--- src/rtl/mem_access_unit.sv ---
// -----------------------------------------------------------------------------
// mem_access_unit
//   Initiator side of the data-memory port, between the pipeline MEM stage and
//   a byte-addressed data memory whose port always reads/writes 8 bytes.
//   Loads extract and sign/zero-extend the low 1/2/4/8 bytes of the read.
//   Stores narrower than 8 bytes do a read-modify-write so that the bytes
//   outside the access are written back unchanged.
//
// Parameters
//   MEM_BYTES  size of the attached memory in bytes (range check)
//   ADDR_W     width of request and memory addresses
//
// Ports
//   clk, reset                  clock, synchronous active-high reset
//   req_valid/req_ready         request handshake (ready only in IDLE)
//   req_write/size/unsigned     store flag, size (0=B,1=H,2=W,3=D), zero-extend
//   req_addr, req_wdata         byte address, store data (low bytes used)
//   resp_valid/resp_ready       response handshake (held until accepted)
//   resp_data, resp_fault       extended load data (0 for stores/faults), fault
//   mem_address                 address to memory
//   mem_write_data              8 bytes to write
//   mem_memorywrite             write strobe (8 bytes on posedge)
//   mem_memoryread              read enable (mem_read_data is combinational)
//   mem_read_data               bytes [addr+7 .. addr]
//
// Build option
//   MISALIGN_FAULT_EN  when defined, accesses not aligned to their size fault.
// -----------------------------------------------------------------------------
module mem_access_unit #(
  parameter int MEM_BYTES = 64,
  parameter int ADDR_W    = 64
) (
  input  logic              clk,
  input  logic              reset,
  input  logic              req_valid,
  output logic              req_ready,
  input  logic              req_write,
  input  logic [1:0]        req_size,
  input  logic              req_unsigned,
  input  logic [ADDR_W-1:0] req_addr,
  input  logic [63:0]       req_wdata,
  output logic              resp_valid,
  input  logic              resp_ready,
  output logic [63:0]       resp_data,
  output logic              resp_fault,
  output logic [ADDR_W-1:0] mem_address,
  output logic [63:0]       mem_write_data,
  output logic              mem_memorywrite,
  output logic              mem_memoryread,
  input  logic [63:0]       mem_read_data
);

  typedef enum logic [2:0] {
    S_IDLE   = 3'd0,
    S_LD     = 3'd1,
    S_RMW_RD = 3'd2,
    S_WR     = 3'd3,
    S_RESP   = 3'd4
  } state_t;

  // Highest legal start address: the port always touches 8 bytes.
  localparam logic [ADDR_W-1:0] LAST_ADDR = ADDR_W'(MEM_BYTES - 8);

  state_t              r_state;
  state_t              w_next;
  logic [1:0]          r_size;
  logic                r_unsigned;
  logic [ADDR_W-1:0]   r_mem_addr;
  logic [63:0]         r_wdata;
  logic [63:0]         r_merge;
  logic [63:0]         r_resp_data;
  logic                r_resp_fault;

  logic                w_accept;
  logic                w_fault;
  logic                w_range_fault;
  logic [63:0]         w_merged;
`ifdef MISALIGN_FAULT_EN
  logic [ADDR_W-1:0]   w_align_mask;
  logic                w_misalign;
`endif

  // Low 2^size bytes of d, sign- or zero-extended to 64 bits.
  function automatic logic [63:0] f_extend(input logic [63:0] d,
                                           input logic [1:0]  size,
                                           input logic        uns);
    case (size)
      2'd0:    f_extend = uns ? {56'd0, d[7:0]}  : {{56{d[7]}},  d[7:0]};
      2'd1:    f_extend = uns ? {48'd0, d[15:0]} : {{48{d[15]}}, d[15:0]};
      2'd2:    f_extend = uns ? {32'd0, d[31:0]} : {{32{d[31]}}, d[31:0]};
      default: f_extend = d;
    endcase
  endfunction

  // base with its low 2^size bytes replaced by the same bytes of wdata.
  function automatic logic [63:0] f_merge(input logic [63:0] base,
                                          input logic [63:0] wdata,
                                          input logic [1:0]  size);
    case (size)
      2'd0:    f_merge = {base[63:8],  wdata[7:0]};
      2'd1:    f_merge = {base[63:16], wdata[15:0]};
      2'd2:    f_merge = {base[63:32], wdata[31:0]};
      default: f_merge = wdata;
    endcase
  endfunction

  assign w_accept      = req_valid && (r_state == S_IDLE);
  assign w_range_fault = (req_addr > LAST_ADDR);

`ifdef MISALIGN_FAULT_EN
  // Alignment mask for the requested size; any set bit under it is misaligned.
  always_comb begin
    case (req_size)
      2'd0:    w_align_mask = ADDR_W'(0);
      2'd1:    w_align_mask = ADDR_W'(1);
      2'd2:    w_align_mask = ADDR_W'(3);
      default: w_align_mask = ADDR_W'(7);
    endcase
  end
  assign w_misalign = |(req_addr & w_align_mask);
  assign w_fault    = w_range_fault || w_misalign;
`else
  assign w_fault    = w_range_fault;
`endif

  // State register.
  always_ff @(posedge clk) begin
    if (reset) begin
      r_state <= S_IDLE;
    end else begin
      r_state <= w_next;
    end
  end

  // Next-state decode.
  always_comb begin
    w_next = r_state;
    case (r_state)
      S_IDLE: begin
        if (req_valid) begin
          if (w_fault) begin
            w_next = S_RESP;
          end else if (!req_write) begin
            w_next = S_LD;
          end else if (req_size == 2'd3) begin
            w_next = S_WR;
          end else begin
            w_next = S_RMW_RD;
          end
        end else begin
          w_next = S_IDLE;
        end
      end
      S_LD:     w_next = S_RESP;
      S_RMW_RD: w_next = S_WR;
      S_WR:     w_next = S_RESP;
      S_RESP: begin
        if (resp_ready) begin
          w_next = S_IDLE;
        end else begin
          w_next = S_RESP;
        end
      end
      default:  w_next = S_IDLE;
    endcase
  end

  // Request latch, merge capture and response data registers.
  always_ff @(posedge clk) begin
    if (reset) begin
      r_size       <= 2'd0;
      r_unsigned   <= 1'b0;
      r_mem_addr   <= '0;
      r_wdata      <= 64'd0;
      r_merge      <= 64'd0;
      r_resp_data  <= 64'd0;
      r_resp_fault <= 1'b0;
    end else if (w_accept) begin
      r_size       <= req_size;
      r_unsigned   <= req_unsigned;
      r_wdata      <= req_wdata;
      r_resp_data  <= 64'd0;
      r_resp_fault <= w_fault;
      // A faulting request never drives the port, so the address holds.
      if (!w_fault) begin
        r_mem_addr <= req_addr;
      end else begin
        r_mem_addr <= r_mem_addr;
      end
    end else if (r_state == S_LD) begin
      r_resp_data <= f_extend(mem_read_data, r_size, r_unsigned);
    end else if (r_state == S_RMW_RD) begin
      r_merge <= mem_read_data;
    end else begin
      r_resp_data <= r_resp_data;
    end
  end

  // Size 3 never passes through RMW_RD, so the merge register is bypassed.
  assign w_merged = f_merge(r_merge, r_wdata, r_size);

  // Strobes come straight from state and are killed by reset in the same
  // cycle, so a reset landing on WR suppresses that write.
  assign mem_memoryread  = !reset && ((r_state == S_LD) || (r_state == S_RMW_RD));
  assign mem_memorywrite = !reset && (r_state == S_WR);
  assign mem_write_data  = (!reset && (r_state == S_WR)) ? w_merged : 64'd0;
  assign mem_address     = r_mem_addr;

  assign req_ready  = (r_state == S_IDLE);
  assign resp_valid = (r_state == S_RESP);
  assign resp_data  = r_resp_data;
  assign resp_fault = r_resp_fault;

endmodule

--- config.mk ---
export PLATFORM = sky130hd
export DESIGN_NAME = mem_access_unit
export DESIGN_NICKNAME = d
export VERILOG_FILES = /design/src/rtl/mem_access_unit.sv
export SDC_FILE = /design/constraint.sdc
export NUM_CORES = 1
export LEC_CHECK = 0
export ABC_CLOCK_PERIOD_IN_PS = 1800
export BUFFER_PORTS_ARGS = -buffer_cell sky130_fd_sc_hd__buf_2
export CAP_MARGIN = 15
export CORE_MARGIN = 8
export CORE_UTILIZATION = 50
export CTS_BUF_LIST = sky130_fd_sc_hd__clkbuf_8
export DETAILED_ROUTE_END_ITERATION = 6
export MAX_ROUTING_LAYER = met4
export PLACE_DENSITY_LB_ADDON = 0.2
export SLEW_MARGIN = 20
export SYNTH_ARGS = -nofsm -noshare
export SYNTH_HDL_FRONTEND = slang
export SYNTH_SLANG_ARGS = --single-unit
--- constraint.sdc ---
create_clock -name clk -period 1.8 [get_ports clk]
set_input_delay 0.18 -clock clk [delete_from_list [all_inputs] [get_ports clk]]
set_output_delay 0.18 -clock clk [all_outputs]
set_load 0.05 [all_outputs]
==> summary.txt <==
Place
  – Cell Area, Placed: 0.0125 mm2
  – DP HPWL: 24,000 um
  – Port Buf Inserts: 396
  – Post-Place Worst Slack: -0.109 ns
  – Global placer's final weighted congestion: 0.877
  – Placed cell count: 1,811

CTS
  – Worst skew pair latency: 0.55 ns
  – CTS root buf: clkbuf_8
  – Max clock buf depth: 3
  – Cts bufs inserted: 42
  – H-tree levels: 2
  – CTS tree: built
  – Clock-pin transition on the worst setup and hold timing paths: 0.06 ns
  – # clock sinks: 255

Global route
  – Initial antenna violation count: 4
  – Global-route wire length before repair: 62,300 um
  – Largest net degree at the start of global routing: 91
  – Global Route Usage Sum: 33.2%
  – Gr ovfl total: 0
  – Vias in the first global route: 11,300

Routing
  – DRC Markers: 0
  – DR WL/cell: 20.5 um
  – Initial DRC Count: 982
  – Antenna Violating Nets Remaining: 0
  – Vias: 11,300
  – Routed wire length: 41,800 um
  – DRT Pass-1 Iters: 7
  – Via-per-instance ratio: 5.51

Yosys
  – Synth Register Bits: 255
  – Post-Syn Area: 0.00965 mm2
  – Post-synth EDFFs: 0
  – Register area share after synthesis: 52.9%
  – Avg Synthesized Cell Area: 7.96 um2
  – Cells after Synth: 1,212
  – Async set-or-reset flop fraction in the synthesized netlist: 0%
  – Syn_nets: 1,412
  – Cell variety after synth: 37
  – Ys flop type: dfxtp_1
  – Yosys warnings: 0

Run status
  – Failing checks: setup timing
  – Status: finished with violations

Layout
  – Area growth syn-to-layout: 59.5%
  – FILL cells: 1,151
  – Share of layout cells above drive strength 1: 34.3%
  – Final non-filler cell total: 2,044
  – Layout net count: 1,942
  – Post-route cell area: 0.0154 mm2

Critical path
  – Critical Path, Cell by Cell: nand2b_4 -> or3b_4 -> buf_12 -> nor2_1 -> buf_6
  – Kind of critical path: flop to output pin
  – Critical path peak fanout: 30
  – Slowest Stage Delay on Critical Path: 0.42 ns
  – Crit-path slowest cell: or3b_4
  – Critical Path Source Type: flop
  – Required @ worst endpoint: 1.62 ns
  – Arrival @ worst endpoint: 2.08 ns
  – Cell family with most CP delay: simple AND/OR/NAND/NOR gates
  – Critical path capture point type: output pin
  – WP buf/inv: 2

Min path
  – Worst hold-check path type: primary input to flop

Timing
  – Setup slack after layout: -0.464 ns
  – Final Hold Viols: 0
  – RSZ-0062 raised after global routing: yes
  – Max-slew violation count: 0
  – Final Critical Period: 2.26 ns
  – F_max: 0.442 GHz
  – Final Cycle Share: 126%
  – Final setup violating endpoints: 66
  – Worst Skew: 0.0241 ns
  – Relative slew slack: 30.5%
  – Worst slew pin tran: 1.04 ns

Die
  – Die Wd: 155 um
  – Initial core utilization: 50.2%
  – Die area: 0.0240 mm2
  – Row cnt: 51
  – Core box area: 0.0192 mm2
  – Die height: 155 um
  – Ports: 397

Run
  – Maxcap violations: 0

Power
  – Worst-case vdd ir drop: 0.000588 V
  – Pwr Total: 12.6 mW
  – PwrDens: 816 mW/mm2
  – Leak: 6.43 nW
layout by cell type, fill, tap and decap left out, drive strengths merged:
master,synthesis,final
clkinv,0,10
or3b,2,2
and2,68,68
a21boi,1,1
dlygate4sd3,0,139
o22a,1,1
o21a,1,1
inv,2,11
nand3b,1,1
nor2,30,33
dfxtp,255,255
and3,1,1
clkinvlp,0,2
a21oi,268,268
nor3b,2,2
diode,0,4
mux2i,17,17
nand2b,3,3
or3,1,1
nor4,14,14
a31oi,2,2
o21ai,56,56
or2,2,2
clkbuf,62,59
nand2,364,364
nand4,10,10
nor3,9,9
buf,35,436
and4,4,4
a211o,1,1
bufinv,0,2
layout make-up:
class,count,area (um2),share of cell area [%]
clock buffers,55,757,4.92
well taps,265,332,2.16
clock inverters,22,158,1.02
flip-flops and latches,255,5120,33.3
repair inverters,1,7.51,0.0488
diodes,4,10.0,0.0651
repair buffers,579,4260,27.7
inverters,2,11.3,0.0732
multi-input cells,861,4740,30.8
synth_stat cells, types with 10 or more instances:
library cell / number / share of area, %
nand4_1: 10 / 0.65
nor2_1: 27 / 1.1
nor4_1: 14 / 0.91
clkbuf_1: 61 / 2.4
buf_1: 11 / 0.43
and2_1: 58 / 3.8
nand2_1: 363 / 14
and2_4: 10 / 0.91
buf_2: 21 / 1.1
mux2i_1: 17 / 1.8
o21ai_0: 55 / 2.9
a21oi_1: 268 / 14
dfxtp_1: 255 / 53
registers in the layout, indices dropped and copies added, names as in the netlist:
name	cells
r_wdata	64
resp_fault	1
r_size	2
r_unsigned	1
r_merge	56
mem_address	64
resp_data	64
r_state	3
stage by stage:
step           setup TNS, ns  hold WS, ns  util [%]
5_1_grt               -28.10       0.0855      80.1
6_report              -24.58       0.0657      80.1
3_5_place_dp           -3.12        0.428      65.1
4_1_cts               -26.18       0.0491      78.9
2_1_floorplan          -3.47        0.316         -
3_3_place_gp          -0.153        0.422      65.1
cells by family (layout without fill, tap and decap cells):
kind of cell	count (synthesis)	in the layout	synth area share, %
compound gates	330	330	17.5
flops	255	255	52.9
buf+inv	99	659	4.41
other cells	0	4	0
mux	17	17	1.76
simple gates	511	514	23.4
worst paths after layout:
check,from,to,slack (ns),depth (start not counted)
setup / recovery,r_state[2],mem_write_data[17],-0.46,5
hold / removal,req_valid,r_state[2],0.07,4
setup reg to reg,r_state[2],resp_data[62],0.05,6
hold reg to reg,r_wdata[30],r_wdata[30],0.45,2
report_power, final:
part | switching [mW] | internal (mW) | leakage [nW]
sequential | 0.0611 | 5.74 | 2.07
clock | 2.46 | 3.05 | 0.515
combinational | 0.668 | 0.583 | 3.85
total | 3.19 | 9.37 | 6.43
what timing repair did:
item	4_1_cts	5_1_grt
gates resized for setup	116	26
hold endpoints to repair	196	0
endpoints found under the setup margin	115	182
hold buffers	139	0
pin swaps	5	8
buffers inserted	2	4
gates cloned	2	5
worst reg2reg max path, cell delays in order (launching register included):
cell and delay, ns:
dfxtp_2 0.33, buf_4 0.14, nor3_4 0.05, and2_4 0.21
nor2_2 0.59, o21ai_0 0.20, a21oi_1 0.17
per-layer routing:
layer	wire, um	global-route usage [%]	vias up
met4	1870	14.2	0
met1	15600	37.2	5306
met3	3820	8.46	164
met5	0	-	-
met2	20600	55.5	675
li1	-	-	5108
No activity file was read; power rests on OpenSTA's default activity.
